$ cat src/rtl/icache_fill_ctrl.sv
// Instruction-cache line-fill controller: fetches four sequential words for a
// missing line, streams them into the line assembler, then writes the line.
module icache_fill_ctrl #(
  parameter int ADDR_WIDTH = 32
) (
  input  logic                  clk,
  input  logic                  clr,
  input  logic                  miss,
  input  logic [ADDR_WIDTH-1:0] miss_addr,
  output logic                  mem_rden,
  output logic [ADDR_WIDTH-1:0] mem_addr,
  input  logic                  mem_valid,
  input  logic [31:0]           mem_rdata,
  output logic                  asm_clr,
  output logic                  asm_ld,
  output logic [1:0]            asm_offset,
  output logic [31:0]           asm_data,
  output logic                  line_we,
  output logic [ADDR_WIDTH-5:0] line_tag,
  output logic                  stall
);

  typedef enum logic [2:0] {
    IDLE  = 3'd0,
    REQ   = 3'd1,
    WAIT  = 3'd2,
    WRITE = 3'd3,
    DONE  = 3'd4
  } state_t;

  state_t                state_r;
  state_t                state_s;
  logic [1:0]            cnt_r;
  logic [1:0]            cnt_s;
  logic [ADDR_WIDTH-5:0] base_r;
  logic [ADDR_WIDTH-5:0] base_s;
  logic                  rden_s;
  logic                  ld_s;
  logic                  we_s;
  logic                  aclr_s;
  logic                  stall_s;

  // The byte offset within a line never affects the fill.
  logic unused_s;
  assign unused_s = ^miss_addr[3:0];

  // State, word counter and line base registers.
  always_ff @(posedge clk or posedge clr) begin
    if (clr) begin
      state_r <= IDLE;
      cnt_r   <= 2'd0;
      base_r  <= '0;
    end else begin
      state_r <= state_s;
      cnt_r   <= cnt_s;
      base_r  <= base_s;
    end
  end

  // Next-state and strobe decode.
  always_comb begin
    state_s = state_r;
    cnt_s   = cnt_r;
    base_s  = base_r;
    rden_s  = 1'b0;
    ld_s    = 1'b0;
    we_s    = 1'b0;
    aclr_s  = 1'b0;
    stall_s = 1'b1;
    case (state_r)
      IDLE: begin
        stall_s = miss;
        aclr_s  = miss;
        if (miss) begin
          base_s  = miss_addr[ADDR_WIDTH-1:4];
          cnt_s   = 2'd0;
          state_s = REQ;
        end else begin
          state_s = IDLE;
        end
      end
      REQ: begin
        rden_s  = 1'b1;
        state_s = WAIT;
      end
      WAIT: begin
        if (mem_valid) begin
          ld_s = 1'b1;
          if (cnt_r == 2'd3) begin
            state_s = WRITE;
          end else begin
            cnt_s   = cnt_r + 2'd1;
            state_s = REQ;
          end
        end else begin
          state_s = WAIT;
        end
      end
      WRITE: begin
        we_s    = 1'b1;
        state_s = DONE;
      end
      DONE: begin
        state_s = IDLE;
      end
      default: begin
        state_s = IDLE;
      end
    endcase
  end

  // Strobes and passthroughs are held at zero while reset is asserted.
  assign mem_rden   = rden_s  & ~clr;
  assign asm_ld     = ld_s    & ~clr;
  assign line_we    = we_s    & ~clr;
  assign asm_clr    = aclr_s  & ~clr;
  assign stall      = stall_s & ~clr;
  assign mem_addr   = clr ? {ADDR_WIDTH{1'b0}} : {base_r, cnt_r, 2'b00};
  assign asm_offset = clr ? 2'd0 : cnt_r;
  assign asm_data   = clr ? 32'd0 : mem_rdata;
  assign line_tag   = base_r;

endmodule

$ cat config.mk
export PLATFORM = sky130hd
export DESIGN_NAME = icache_fill_ctrl
export DESIGN_NICKNAME = d
export VERILOG_FILES = /design/src/rtl/icache_fill_ctrl.sv
export SDC_FILE = /design/constraint.sdc
export NUM_CORES = 1
export LEC_CHECK = 0
export CAP_MARGIN = 20
export CORE_UTILIZATION = 28
export DETAILED_ROUTE_END_ITERATION = 12
export PLACE_DENSITY = 0.87
export SYNTH_ARGS = -nofsm -noshare
export SYNTH_HDL_FRONTEND = slang
export SYNTH_SLANG_ARGS = --single-unit
export TNS_END_PERCENT = 10
$ cat constraint.sdc
create_clock -name clk -period 1.7 [get_ports clk]
set_input_delay 0.255 -clock clk [delete_from_list [all_inputs] [get_ports clk]]
set_output_delay 0.255 -clock clk [all_outputs]
set_load 0.02 [all_outputs]
Yosys cells after proc, flatten, opt, wreduce, memory -nomap -nowiden
Cells that the tools add are included.
Word-level totals
  register bits: 33
  input port bits: 68
  output and inout port bits: 99
  word-level logic and storage cells: 38
Cells by class
  add/sub/neg operators: 1
  equal/unequal tests: 7
  mux-type cells: 17
  bitwise operators: 6
  reductions and logical operators: 4
Operators with widths (count)
  32-bit 2-to-1 mux: 2
  3-bit case mux with 4 select lines: 1
  2-bit 2-to-1 mux: 5
  1-bit 2-to-1 mux: 7
  3-bit by 2-bit == test with 1-bit output (second input constant): 2
  2-bit inequality test (second input constant): 3
  1-bit AND: 5
  2-bit case mux with 2 select lines: 1
  4-bit AND reduction: 1
  3-bit by 1-bit == test with 1-bit output (second input constant): 1
  3-bit zero test: 1
  3-bit 2-to-1 mux: 1
  2-bit by 1-bit adder with 2-bit output (second input constant): 1
  2-bit == test (second input constant): 1
  2-bit AND reduction: 1
  2-bit nonzero test: 1
  1-bit NOT: 1

Logic depth before layout (Yosys ltp)
  depth after elaboration: 4
  gate-level depth with buffers: 4
  depth with buffers taken out: 4

Worst setup path after synthesis
OpenSTA, ideal clock, no wires.
  path type: input-to-output
  from: in clr
  to: out line_we
  arrival: 1.515 ns
  required time: 1.445 ns
  path slack: -0.070 ns
  stages: 3
  path buffers: 1
  cell sequence: clkbuf_1 > inv_1 > and2_1
On the way
  longest elaborated chain between the ends: 2
Ends and longest elaborated chain
  from (decl): RTL line 7  | input logic clr,
  1-bit NOT: RTL line 115  | assign line_we = we_s & ~clr;
  1-bit AND: RTL line 115
  to (decl): RTL line 18  | output logic line_we,
Every way passes these cells.

Worst setup path after layout
  from: in mem_rdata[2]
  to: out asm_data[2]
On the way
  longest elaborated chain between the ends: 1
Ends and longest elaborated chain
  from (decl): RTL line 13  | input logic [31:0] mem_rdata,
  32-bit 2-to-1 mux: RTL line 120  | assign asm_data = clr ? 32'd0 : mem_rdata;
  to (decl): RTL line 17  | output logic [31:0] asm_data,
Every way passes these cells.

==> impl_metrics.json <==
{
  "status": "finished clean",
  "grt_max_degree": 45,
  "synth-seq-cells": 33,
  "seq_power_share_pct": 27.8,
  "cts_buffer_depth": 2,
  "die_w_um": 81.8,
  "ff2ff_path_depth": 4,
  "crit_fanout": 1,
  "cts_buffers": 5,
  "period_share_pct": 98.6,
  "period_needed_ps": 1680,
  "cellPowerDensity_nw_per_um2": 1470,
  "use_met2_pct": 31.2,
  "routed_wl_um": 5660,
  "start_util_pct": 29.6,
  "drt_iter0_drc": 36,
  "placed_cells": 395,
  "finalHoldViolations": 0,
  "cts_tree": "done",
  "ff2ff_setup_slack_ps": 40,
  "maxSlewViolCount": 0,
  "p_leak_nw": 1.96,
  "antenna_found_initial": 0,
  "endpoint_kind": "primary output",
  "synth_cell_types": 22,
  "reg2reg_to": "line_tag[6]$_DFFE_PP0P_",
  "die_h_um": 81.8,
  "die-area_um2": 6690,
  "grt_pass1_vias": 1709,
  "cap_viol_max_count": 0,
  "synth_edf_count": 0,
  "drive_gt1_share_pct": 18.0,
  "clk_latency_ps": 280,
  "nFillCells": 501,
  "swShare_pct": 37.2,
  "root_buffer": "clkbuf_8",
  "grt_usage_pct": 16.3,
  "dr.pass1.iters": 3,
  "antenna_cells": 0,
  "fmax_mhz": 597,
  "r2r_start": "state_r[0]$_DFF_PP0_",
  "vdd_drop_max_mv": 1.10,
  "syn_to_final_growth_pct": 105,
  "comb_power_share_pct": 58.2,
  "vias_per_cell": 4.44,
  "hp-class": "in2async",
  "place_hpwl_um": 4360,
  "p_int_w": 0.00338,
  "yosys-top-cells-area": "dfrtp_1 (46%), nor2b_1 (22%), mux2_2 (18%)",
  "synthFlopType": "dfrtp_1",
  "worst_clock_skew_ps": 4.71,
  "gp_congestion": 0.783,
  "synth_top_cell_by_area": "dfrtp_1",
  "synth_area_um2": 1780,
  "io_buffers": 160,
  "yosysWarnings": 0,
  "num_rows": 28,
  "fin_ws_ps": 24.0,
  "post_cts.repair.setup_buffers": 0,
  "fin_area_um2": 3660,
  "grt_busiest_layer": "met2",
  "core-area_um2": 6030,
  "place_worst_setup_slack_ps": -147,
  "syn_inst": 161,
  "yosys.area.top_type_share_pct": 46.3,
  "async_flop_share_pct": 100,
  "grt_util_met3_pct": 5.22,
  "rsz0062_at_grt": "true",
  "fin_util_pct": 60.8,
  "routedWlPerCell_um": 14.0,
  "setup_viol": 0,
  "grt_pass1_wl_um": 8020,
  "required_ps": 1440,
  "p_clk_share_pct": 14.0,
  "placed_cell_area_um2": 3510,
  "nets": 396,
  "synth_area_per_cell_um2": 11.1,
  "power_switching_w": 0.00200,
  "clkSinkCount": 33,
  "grt-ovfl-total": 0,
  "yosysSeqAreaShare_pct": 46.3,
  "pin_count": 167,
  "crit_path_start_kind": "input port",
  "path_clk_slew_ps": 70,
  "drc": 0,
  "worstSetupPathType": "in2out",
  "finalNonFillerCells": 403,
  "ant_nets": 0,
  "critPathArrivalTime_ps": 1420,
  "vias": 1791,
  "h-tree-depth": 2,
  "grt_util_met1_pct": 15.9,
  "power_w": 0.00538
}
what timing repair did:
item	CTS	global route
resized for setup	38	36
endpoints found under the setup margin	31	38
hold buffers	0	0
cells in the final DEF, fill, tap and decap left out, drive strengths merged:
cell type,netlist,final
clkdlybuf4s50,0,98
conb,1,2
and3b,1,1
ha,1,1
dlygate4sd2,0,26
nand4bb,1,1
dfrtp,33,33
inv,2,1
nand2b,3,3
buf,8,14
dlymetal6s2s,0,30
bufinv,0,1
nor2b,63,63
nor4b,2,2
clkbuf,6,10
and2,1,1
nor2,3,3
nand3b,1,1
a21oi,2,2
mux2,29,29
nand2,2,2
clkdlybuf4s15,0,1
clkinvlp,0,1
mux2i,1,1
nor3,1,1
area by class of cell:
class                      count  area, um2  area share [%]
tap                           75       93.8            2.56
sequential                    33        828            22.6
clock buffer                   7       86.3            2.36
clock inverter                 1       30.0           0.820
multi-input combinational    113        877            24.0
inverter                       2       11.3           0.308
timing repair buffer         172       1730            47.4
registers in the layout, summed over array words and instances, names as in the netlist:
name      count
line_tag     28
state_r       3
cnt_r         2
synth_stat cells, types with 2 or more instances:
library cell  number
a21oi_1            2
buf_4              6
clkbuf_1           6
dfrtp_1           33
inv_1              2
mux2_2            29
nand2_1            2
nand2b_1           3
nor2_1             3
nor2b_1           63
per-stage QoR:
| stage | hold slack, ps | setup TNS (ps) |
|---|---|---|
| floorplan | 378 | 0 |
| global placement | 457 | -1570 |
| detailed placement | 468 | -2350 |
| CTS | 155 | -8.55 |
| global route | 172 | -78.8 |
| finish | 138 | 0 |
worst max path at each step:
stage / startpoint / endpoint / depth (start not counted)
after CTS: state_r[1]$_DFF_PP0_ / asm_ld / 4
after detailed placement: mem_valid / asm_ld / 4
after floorplan: clr / line_we / 3
after global placement: mem_valid / asm_ld / 4
after global routing: state_r[1]$_DFF_PP0_ / mem_rden / 2
final: mem_rdata[2] / asm_data[2] / 3
critical path: stages:
cell             delay [ps]
clkdlybuf4s50_1         440
nor2b_1                 110
clkdlybuf4s50_1         610
logic make-up (layout without fill, tap and decap cells):
| logic type | Yosys count | in the layout | share of synthesized area, % |
|---|---|---|---|
| and+or+nand+nor | 78 | 78 | 28.2 |
| DFF | 33 | 33 | 46.3 |
| muxes | 30 | 30 | 18.9 |
| buffers and inverters | 16 | 182 | 5.06 |
| AOI/OAI and AO/OA | 2 | 2 | 0.562 |
| adders and majority gates | 1 | 1 | 0.702 |
| other | 1 | 2 | 0.210 |
layer usage:
layer | vias up | share of wire, %
met5 | - | 0
met4 | 0 | 2.1
met3 | 13 | 12
met2 | 108 | 52
met1 | 825 | 34
li1 | 845 | -
power groups by stage:
stage          logic (W)  clock network, W  registers (W)
2_1_floorplan    0.00124                 0        0.00186
3_3_place_gp     0.00319                 0        0.00148
3_5_place_dp     0.00325                 0        0.00150
4_1_cts          0.00320          0.000787        0.00151
5_1_grt          0.00330          0.000824        0.00155
6_report         0.00313          0.000756        0.00150
Power figures use the tool's default switching activity.
